==> src/rtl/fetch_unit_pkg.sv <==
// fetch_unit_pkg: shared constants and FSM encoding for the fetch unit
package fetch_unit_pkg;
    localparam logic [31:0] RESET_PC_DEFAULT = 32'h0000_0000;
    localparam logic [31:0] INSTR_NOP = 32'h0000_0013;
    typedef enum logic {RUN, FAULT} state_t;
endpackage

==> src/rtl/fetch_unit_if.sv <==
// fetch_unit_if: fetch-to-decode valid/ready beat channel
interface fetch_unit_if;
    logic out_valid;
    logic out_ready;
    logic [31:0] out_pc;
    logic [31:0] out_instr;
    modport master(output out_valid, out_pc, out_instr, input out_ready);
    modport slave(input out_valid, out_pc, out_instr, output out_ready);
endinterface

==> src/rtl/fetch_out_reg.sv <==
// fetch_out_reg: output beat register holding pc/instr until decode accepts
module fetch_out_reg import fetch_unit_pkg::*; (
    input  logic        clk,
    input  logic        rst,
    input  logic        load,
    input  logic        flush,
    input  logic        ready,
    input  logic [31:0] ld_pc,
    input  logic [31:0] ld_instr,
    output logic        valid,
    output logic [31:0] pc,
    output logic [31:0] instr
);
    // pc/instr only move on load, so a flushed beat leaves the last values visible
    always_ff @(posedge clk) begin
        if (rst) begin
            valid <= 1'b0;
            pc <= 32'h0;
            instr <= INSTR_NOP;
        end else begin
            valid <= flush ? 1'b0 : load ? 1'b1 : ready ? 1'b0 : valid;
            if (load) begin
                pc <= ld_pc;
                instr <= ld_instr;
            end
        end
    end
endmodule

==> src/rtl/fetch_unit.sv <==
// fetch_unit: PC sequencing, redirect/fault FSM and accepted-beat counter
module fetch_unit import fetch_unit_pkg::*; #(
    parameter int          ADDR_WIDTH = 16,
    parameter logic [31:0] RESET_PC   = RESET_PC_DEFAULT
) (
    input  logic                  clk,
    input  logic                  rst,
    input  logic                  fetch_en,
    input  logic                  redirect_valid,
    input  logic [31:0]           redirect_pc,
    output logic [ADDR_WIDTH-1:0] rom_addr,
    input  logic [31:0]           rom_data,
    fetch_unit_if.master          out,
    output logic                  fault,
    output logic [31:0]           fetch_count
);
    state_t state, state_n;
    logic [31:0] pc, pc_n;
    logic load;
    assign rom_addr = pc[ADDR_WIDTH+1:2];
    assign fault = state == FAULT;
    always_comb begin
        state_n = state;
        pc_n = pc;
        load = 1'b0;
        if (redirect_valid) begin
            pc_n = redirect_pc;
            state_n = redirect_pc[1:0] == 2'b00 ? RUN : FAULT;
        end else if (state == RUN && fetch_en && (!out.out_valid || out.out_ready)) begin
            load = 1'b1;
            pc_n = pc + 32'd4;
        end
    end
    // an accepted beat counts even when a redirect flushes it in the same cycle
    always_ff @(posedge clk) begin
        if (rst) begin
            state <= RUN;
            pc <= RESET_PC;
            fetch_count <= 32'h0;
        end else begin
            state <= state_n;
            pc <= pc_n;
            fetch_count <= fetch_count + 32'(out.out_valid && out.out_ready);
        end
    end
    fetch_out_reg u_out (
        .clk(clk),
        .rst(rst),
        .load(load),
        .flush(redirect_valid),
        .ready(out.out_ready),
        .ld_pc(pc),
        .ld_instr(rom_data),
        .valid(out.out_valid),
        .pc(out.out_pc),
        .instr(out.out_instr)
    );
endmodule

==> src/flat_wrapper.sv <==
// flat-port wrapper written by rule: the top's interface ports become plain ports
module fetch_unit_flat import fetch_unit_pkg::*;
#(
    parameter int          ADDR_WIDTH = 16,
    parameter logic [31:0] RESET_PC   = RESET_PC_DEFAULT
)
  (clk, rst, fetch_en, redirect_valid, redirect_pc, rom_addr, rom_data, fault, fetch_count, out_out_valid, out_out_pc, out_out_instr, out_out_ready);
  fetch_unit_if out_i ();
  input  logic clk;
  input  logic rst;
  input  logic fetch_en;
  input  logic redirect_valid;
  input  logic [31:0] redirect_pc;
  output logic [ADDR_WIDTH-1:0] rom_addr;
  input  logic [31:0] rom_data;
  output logic fault;
  output logic [31:0] fetch_count;
  output wire logic [$bits(out_i.out_valid)-1:0] out_out_valid;
  output wire logic [$bits(out_i.out_pc)-1:0] out_out_pc;
  output wire logic [$bits(out_i.out_instr)-1:0] out_out_instr;
  input wire logic [$bits(out_i.out_ready)-1:0] out_out_ready;
  assign out_out_valid = out_i.out_valid;
  assign out_out_pc = out_i.out_pc;
  assign out_out_instr = out_i.out_instr;
  assign out_i.out_ready = out_out_ready;
  fetch_unit #(.ADDR_WIDTH(ADDR_WIDTH), .RESET_PC(RESET_PC)) u_core (.clk(clk), .rst(rst), .fetch_en(fetch_en), .redirect_valid(redirect_valid), .redirect_pc(redirect_pc), .rom_addr(rom_addr), .rom_data(rom_data), .out(out_i), .fault(fault), .fetch_count(fetch_count));
endmodule
==> config.mk <==
export PLATFORM = sky130hd
export DESIGN_NAME = fetch_unit_flat
export DESIGN_NICKNAME = d
export VERILOG_FILES = /design/src/rtl/fetch_unit_pkg.sv /design/src/rtl/fetch_unit_if.sv /design/src/rtl/fetch_out_reg.sv /design/src/rtl/fetch_unit.sv /design/src/flat_wrapper.sv
export SDC_FILE = /design/constraint.sdc
export NUM_CORES = 1
export LEC_CHECK = 0
export ABC_CLOCK_PERIOD_IN_PS = 3300
export CAP_MARGIN = 40
export CORE_MARGIN = 5
export CORE_UTILIZATION = 43
export DETAILED_ROUTE_END_ITERATION = 10
export DONT_BUFFER_PORTS = 1
export SLEW_MARGIN = 10
export SYNTH_ARGS = -nofsm -noshare
export SYNTH_HDL_FRONTEND = slang
export SYNTH_HIERARCHICAL = 1
export SYNTH_SLANG_ARGS = --single-unit
==> constraint.sdc <==
create_clock -name clk -period 3.3 [get_ports clk]
set_clock_uncertainty 0.1 [all_clocks]
set_input_delay 0 -clock clk [delete_from_list [all_inputs] [get_ports clk]]
set_output_delay 0 -clock clk [all_outputs]
set_load 0.1 [all_outputs]
==> results of run 1 <==
[layer usage]
metal / global-route usage (%) / routed length [um] / up-vias / part of all wire (%)
met1: 24.99 / 7140 / 2649 / 40
met3: 5.968 / 1219 / 45 / 6.9
met5: 0 / 0 / - / 0
met2: 37.04 / 8833 / 188 / 50
li1: - / - / 2668 / -
met4: 10.66 / 572 / 0 / 3.2
[registers in the layout, summed over array words and instances (netlist names)]
| register | flops |
|---|---|
| u_core/fetch_count | 32 |
| u_core/pc | 32 |
| u_core/u_out/valid | 1 |
| u_core/u_out/pc | 32 |
| u_core/fault | 1 |
| u_core/u_out/instr | 32 |
[logic make-up after synthesis]
family          share of synthesized area [%]
compound gates                          10.86
fa+ha+maj                              0.6339
flops                                   43.95
xor+xnor                                2.662
simple gates                            23.54
buf+inv                                 7.522
mux                                     10.84
[worst min-delay path: cells and delay by family]
kind	cells	cell delay, ns
simple gates	2	0.42
compound gates	1	0.08
[stage by stage]
step	total power [uW]	cell area [sq um]	instances
after floorplan	2238	5922	653
after global placement	2253	6231	830
after detailed placement	2351	7112	887
after CTS	4410	8637	1006
after global routing	4539	8637	1006
final	4384	8637	1006
[cell usage after synthesis, drive strengths merged, types with 2 or more instances]
cell | number | area (sq um)
a2111oi | 9 | 80.08
buf | 33 | 287.8
o211ai | 2 | 15.01
clkbuf | 27 | 101.4
a311oi | 12 | 105.1
a211o | 3 | 26.28
nor3b | 3 | 22.52
nand4 | 21 | 137.6
inv | 15 | 56.30
o21a | 2 | 15.01
nor2 | 109 | 409.1
o31a | 2 | 17.52
o41a | 2 | 22.52
and2 | 6 | 37.54
o21ai | 14 | 70.07
nor4 | 10 | 62.56
nor3 | 9 | 45.04
xnor2 | 11 | 96.34
a211oi | 8 | 60.06
mux2i | 63 | 630.6
or3 | 14 | 92.59
xor2 | 7 | 61.31
nor2b | 15 | 93.84
ha | 3 | 37.54
a21oi | 22 | 110.1
nand3 | 23 | 120.1
o31ai | 14 | 105.1
nand2 | 23 | 86.33
or4 | 15 | 112.6
and4 | 12 | 105.1
and3 | 9 | 56.30
dfxtp | 130 | 2603
[worst min path at each step]
stage,cells past startpoint,to,start
finish,3,u_core/pc[3],out_out_ready
global route,3,u_core/pc[3],out_out_ready
CTS,3,u_core/pc[3],out_out_ready
detailed placement,1,u_core/u_out/instr[28],rst
global placement,1,u_core/u_out/instr[12],rst
floorplan,1,u_core/u_out/instr[0],rom_data[0]
[power by group]
part / leakage (uW) / total (uW) / switching [uW] / internal, uW
Sequential: 0.00106 / 1680 / 52.5 / 1630
Clock: 0.000284 / 1940 / 666 / 1270
Combinational: 0.00199 / 764 / 518 / 246
Total: 0.00334 / 4380 / 1240 / 3150
[area by class of cell]
type | count | area share, %
flip-flops and latches | 130 | 30.13
clock buffers | 20 | 5.172
clock inverters | 10 | 1.854
repair buffers | 207 | 26.28
multi-input cells | 448 | 33.36
well taps | 176 | 2.550
inverters | 15 | 0.6519
==> impl_metrics.py, run 1 <==
metrics = {
    "outcome": {
        "outcome": "completed",
    },
    "drt": {
        "vias": 5550,
        "routedWlPerCell_um": 17.66,
        "dr.pass1.iters": 5,
        "vias_per_cell": 5.517,
        "drtAntennaViolNets": 0,
        "drt_iter0_drc": 332,
        "drc_errors": 0,
        "drt-total-wl_mm": 17.77,
    },
    "final_layout": {
        "multi_input_area_sq_um": 2882,
        "antenna_cells": 0,
        "register_area_sq_um": 2603,
        "final_cell_mix": "dfxtp_1 (130), nor2_1 (108), dlygate4sd3_1 (87)",
        "areaGrowthSynthToFinish_pct": 45.85,
        "final_util_pct": 64.71,
        "finalNetCount": 891,
        "drive_above_1_share_pct": 18.80,
        "fill_cells": 1036,
        "layout_commonest_cell": "dfxtp_1",
    },
    "synthesis": {
        "syn-instance-count": 653,
        "synthFlopType": "dfxtp_1",
        "syn_nets": 725,
        "yosys_warnings": 6,
        "ys_types": 46,
        "ys_seq_area_share_pct": 43.95,
        "synth.avg_cell_area_sq_um": 9.069,
        "synth_edf_count": 0,
        "synth_seq_cells": 130,
        "syn_area_sq_um": 5922,
        "async_flop_share_pct": 0,
    },
    "timing": {
        "maxSlewHeadroom_pct": 43.81,
        "final-hold-violation-count": 0,
        "hold_ws_ns": 0.04681,
        "finalCritPeriodShare_pct": 89.38,
        "setup_viol": 0,
        "timing.fmax_mhz": 339.0,
        "tns_ns": 0,
        "rsz0062_at_grt": "no",
        "drv_slew": 0,
        "fin_ws_ns": 0.3504,
        "worstMarginPinSlew_ns": 0.8420,
        "min_period_ns": 2.950,
    },
    "critical_path": {
        "crit_fanout": 56,
        "r2r_end": "u_core/u_out/instr[31]",
        "cp.buffers_inverters": 2,
        "path_depth": 7,
        "rr_startpoint": "u_core/fault",
        "cp_slowest_stage_delay_ns": 0.60,
        "critPathRequiredTime_ns": 3.50,
        "cp-start-kind": "flop",
        "reg2regPathDepth": 7,
        "critical_path.top_delay_family": "simple AND/OR/NAND/NOR gates",
        "path_cells": "nor2b_1 -> nand2_1 -> nor2_4 -> buf_12 -> mux2i_1 -> nor2_1 -> dlygate4sd3_1",
        "cpMaxStageDelayCell": "dlygate4sd3_1",
        "crit_type": "reg2reg",
        "endpoint_kind": "flop",
        "reg2reg_setup_slack_ns": 0.35,
        "crit_start": "u_core/fault",
        "cp.arrival_ns": 3.14,
        "crit_path_end": "u_core/u_out/instr[31]",
    },
    "clock_tree": {
        "clk_path_buf_depth": 2,
        "path_clk_slew_ns": 0.06,
        "postCtsSetupBuffers": 0,
        "clkLatencyLatePin_ns": 0.41,
        "clkSinkCount": 130,
        "ctsResizeCount": 0,
        "cts_tree": "yes",
        "holdBufCountCts": 89,
        "cts_buffers": 17,
        "htreeDepth": 4,
        "clockRootBuffer": "clkbuf_16",
    },
    "die": {
        "num_rows": 42,
        "start_util_pct": 44.37,
        "die_h_um": 127.4,
        "pin_count": 183,
        "core_area_sq_um": 13350,
        "die_x_um": 127.4,
        "die_area_sq_um": 16220,
    },
    "global_route": {
        "grt_first_pass_wirelength_mm": 28.56,
        "grt_overflow_total": 0,
        "grt_use_total_pct": 21.70,
        "antenna_found_initial": 0,
        "grt_pass1_vias": 5696,
        "grt_max_degree": 138,
    },
    "placement": {
        "place.gp.congestion": 0.7916,
        "post-place-ws_ns": 0.6912,
        "numPortBuffers": 0,
        "dpl.hpwl_mm": 11.47,
    },
    "power_and_ir_drop": {
        "cellPowerDensity_nw_per_um2": 507.5,
        "ir_drop_mv": 0.5253,
        "p_leak_uw": 0.003336,
    },
    "hold_path": {
        "hold_path_class": "in2reg",
    },
    "flow_run": {
        "cap_violations": 0,
    },
}
Note: power is estimated with default switching activity, not from simulation.
==> run 2, diff against run 1 <==
--- a/config.mk
+++ b/config.mk
@@ -8,9 +8,10 @@
 export ABC_CLOCK_PERIOD_IN_PS = 3300
 export CAP_MARGIN = 40
 export CORE_MARGIN = 5
-export CORE_UTILIZATION = 43
+export CORE_UTILIZATION = 44
 export DETAILED_ROUTE_END_ITERATION = 10
 export DONT_BUFFER_PORTS = 1
+export REMOVE_ABC_BUFFERS = 1
 export SLEW_MARGIN = 10
 export SYNTH_ARGS = -nofsm -noshare
 export SYNTH_HDL_FRONTEND = slang
==> constraint.sdc (replaced) <==
create_clock -name clk -period 3.3 [get_ports clk]
set_clock_uncertainty 0.1 [all_clocks]
set_input_delay 0 -clock clk [delete_from_list [all_inputs] [get_ports clk]]
set_output_delay 0 -clock clk [all_outputs]
set_load 0.005 [all_outputs]
==> run 2 against run 1 <==
Net effect: first-iteration DRC count is 14% higher; non-clock buffer count decreased by 132; total power fell by 11%; maximum frequency rose by 5.5%; worst hold slack better by 0.019 ns; clock power about the same; setup slack gained 0.15 ns; register-to-register slack improved by 0.15 ns; flip-flop and latch count unchanged; sequential power about the same; sequential share of layout area up 6.3 points; global-route usage shrank 2.7 points; largest power group unchanged.
==> impl_metrics.py, run 2 (synthesis results as in run 1) <==
metrics = {
    "clock_tree": {
        "clk_path_buf_depth": 2,
        "htreeDepth": 4,
        "cts_tree": "yes",
        "clkLatencyLatePin_ns": 0.41,
        "path_clk_slew_ns": 0.06,
        "cts_buffers": 17,
        "holdBufCountCts": 71,
        "clkSinkCount": 130,
        "postCtsSetupBuffers": 0,
        "ctsResizeCount": 0,
        "clockRootBuffer": "clkbuf_16",
    },
    "placement": {
        "post-place-ws_ns": 0.5915,
        "place.gp.congestion": 0.7823,
        "numPortBuffers": 0,
        "dpl.hpwl_mm": 9.851,
    },
    "critical_path": {
        "critPathRequiredTime_ns": 3.50,
        "cp_slowest_stage_delay_ns": 0.57,
        "cp.arrival_ns": 3.00,
        "crit_fanout": 38,
        "path_cells": "nand2b_1 -> nand2_1 -> nor2_4 -> buf_4 -> mux2i_1 -> nor2_1 -> dlygate4sd3_1",
        "cpMaxStageDelayCell": "dlygate4sd3_1",
        "cp-start-kind": "flop",
        "endpoint_kind": "flop",
        "crit_type": "reg2reg",
    },
    "die": {
        "pin_count": 183,
        "num_rows": 42,
        "die_x_um": 126.0,
        "die_area_sq_um": 15880,
        "die_h_um": 126.0,
        "core_area_sq_um": 13240,
        "start_util_pct": 44.72,
    },
    "power_and_ir_drop": {
        "cellPowerDensity_nw_per_um2": 546.1,
        "power_uw": 3900,
        "ir_drop_mv": 0.3127,
        "p_leak_uw": 0.002506,
    },
    "drt": {
        "vias_per_cell": 5.627,
        "drt_iter0_drc": 377,
        "routedWlPerCell_um": 17.59,
        "drtAntennaViolNets": 0,
        "dr.pass1.iters": 5,
        "vias": 4929,
        "drt-total-wl_mm": 15.41,
        "drc_errors": 0,
    },
    "timing": {
        "fin_ws_ns": 0.5050,
        "tns_ns": 0,
        "setup_viol": 0,
        "timing.fmax_mhz": 357.8,
        "finalCritPeriodShare_pct": 84.70,
        "final-hold-violation-count": 0,
        "maxSlewHeadroom_pct": 54.98,
        "worstMarginPinSlew_ns": 0.6733,
        "rsz0062_at_grt": "no",
        "drv_slew": 0,
        "min_period_ns": 2.795,
    },
    "final_layout": {
        "drive_above_1_share_pct": 6.571,
        "finalNetCount": 759,
        "antenna_cells": 0,
        "areaGrowthSynthToFinish_pct": 20.60,
        "final_cell_mix": "dfxtp_1 (130), nor2_1 (108), dlygate4sd3_1 (69)",
        "layout_commonest_cell": "dfxtp_1",
        "fill_cells": 1231,
    },
    "outcome": {
        "outcome": "completed",
    },
    "flow_run": {
        "cap_violations": 0,
    },
    "global_route": {
        "grt_first_pass_wirelength_mm": 24.75,
        "antenna_found_initial": 0,
        "grt_max_degree": 138,
        "grt_use_total_pct": 18.97,
        "grt_pass1_vias": 4747,
        "grt_overflow_total": 0,
    },
    "hold_path": {
        "hold_path_class": "in2reg",
    },
}
-- run 2: changes by cell type in the layout (fill, tap and decap cells not counted), moves of 2 or more --
cell and delta:
buf_4 -56, buf_8 -55, dlygate4sd3_1 -18, clkinv_4 +4, buf_16 -2, clkbuf_1 -2
clkinv_2 +2, clkinvlp_4 -2
-- run 2: area by class of cell --
class	instances	area, sq um	area share [%]
Clock buffer	19	452.9	6.342
Tap cell	176	220.2	3.083
Timing Repair Buffer	75	768.2	10.76
Multi-Input combinational cell	448	2882	40.35
Sequential cell	130	2603	36.44
Inverter	15	56.30	0.7884
Clock inverter	13	160.2	2.242
-- run 2: path summary, 6_finish.rpt --
| check | depth (start not counted) | start | slack [ns] | end |
|---|---|---|---|---|
| max | 7 | u_core/u_out/valid | 0.50 | u_core/u_out/pc[27] |
| min | 4 | redirect_valid | 0.07 | u_core/u_out/pc[6] |
| max reg2reg | 7 | u_core/u_out/valid | 0.50 | u_core/u_out/pc[27] |
| min reg2reg | 2 | u_core/pc[1] | 0.39 | u_core/u_out/pc[1] |
-- run 2: per-stage QoR --
| step | utilization, % | instance area, sq um | hold WS, ns | instances |
|---|---|---|---|---|
| floorplan | - | 5533 | -0.03093 | 593 |
| global placement | 43.73 | 5791 | -0.01331 | 773 |
| detailed placement | 43.73 | 5791 | -0.01310 | 773 |
| CTS | 53.93 | 7142 | 0.04563 | 876 |
| global route | 53.93 | 7142 | 0.07201 | 876 |
| finish | 53.93 | 7142 | 0.06581 | 876 |
-- run 2: per-layer routing --
metal | routed length [um] | global-route usage (%) | share of wire, % | vias up
li1 | - | - | - | 2420
met1 | 6504 | 23.58 | 42 | 2332
met2 | 7451 | 30.45 | 48 | 161
met3 | 1251 | 6.943 | 8.1 | 16
met4 | 205 | 6.562 | 1.3 | 0
met5 | 0 | 0 | 0 | -
-- run 2: critical path: cells and delay by family, from the launching register on --
family                 cells  cell delay (ns)
buffers and inverters      2             1.08
AND/OR/NAND/NOR            4             0.85
multiplexers               1             0.27
flip-flops                 1             0.33
-- run 2: report_power, final --
group / total (uW) / switching [uW] / leakage (uW) / internal (uW)
Clock: 1920 / 690 / 0.000299 / 1230
Sequential: 1700 / 74.9 / 0.00106 / 1630
Combinational: 279 / 138 / 0.00115 / 142
Total: 3900 / 902 / 0.00251 / 3000
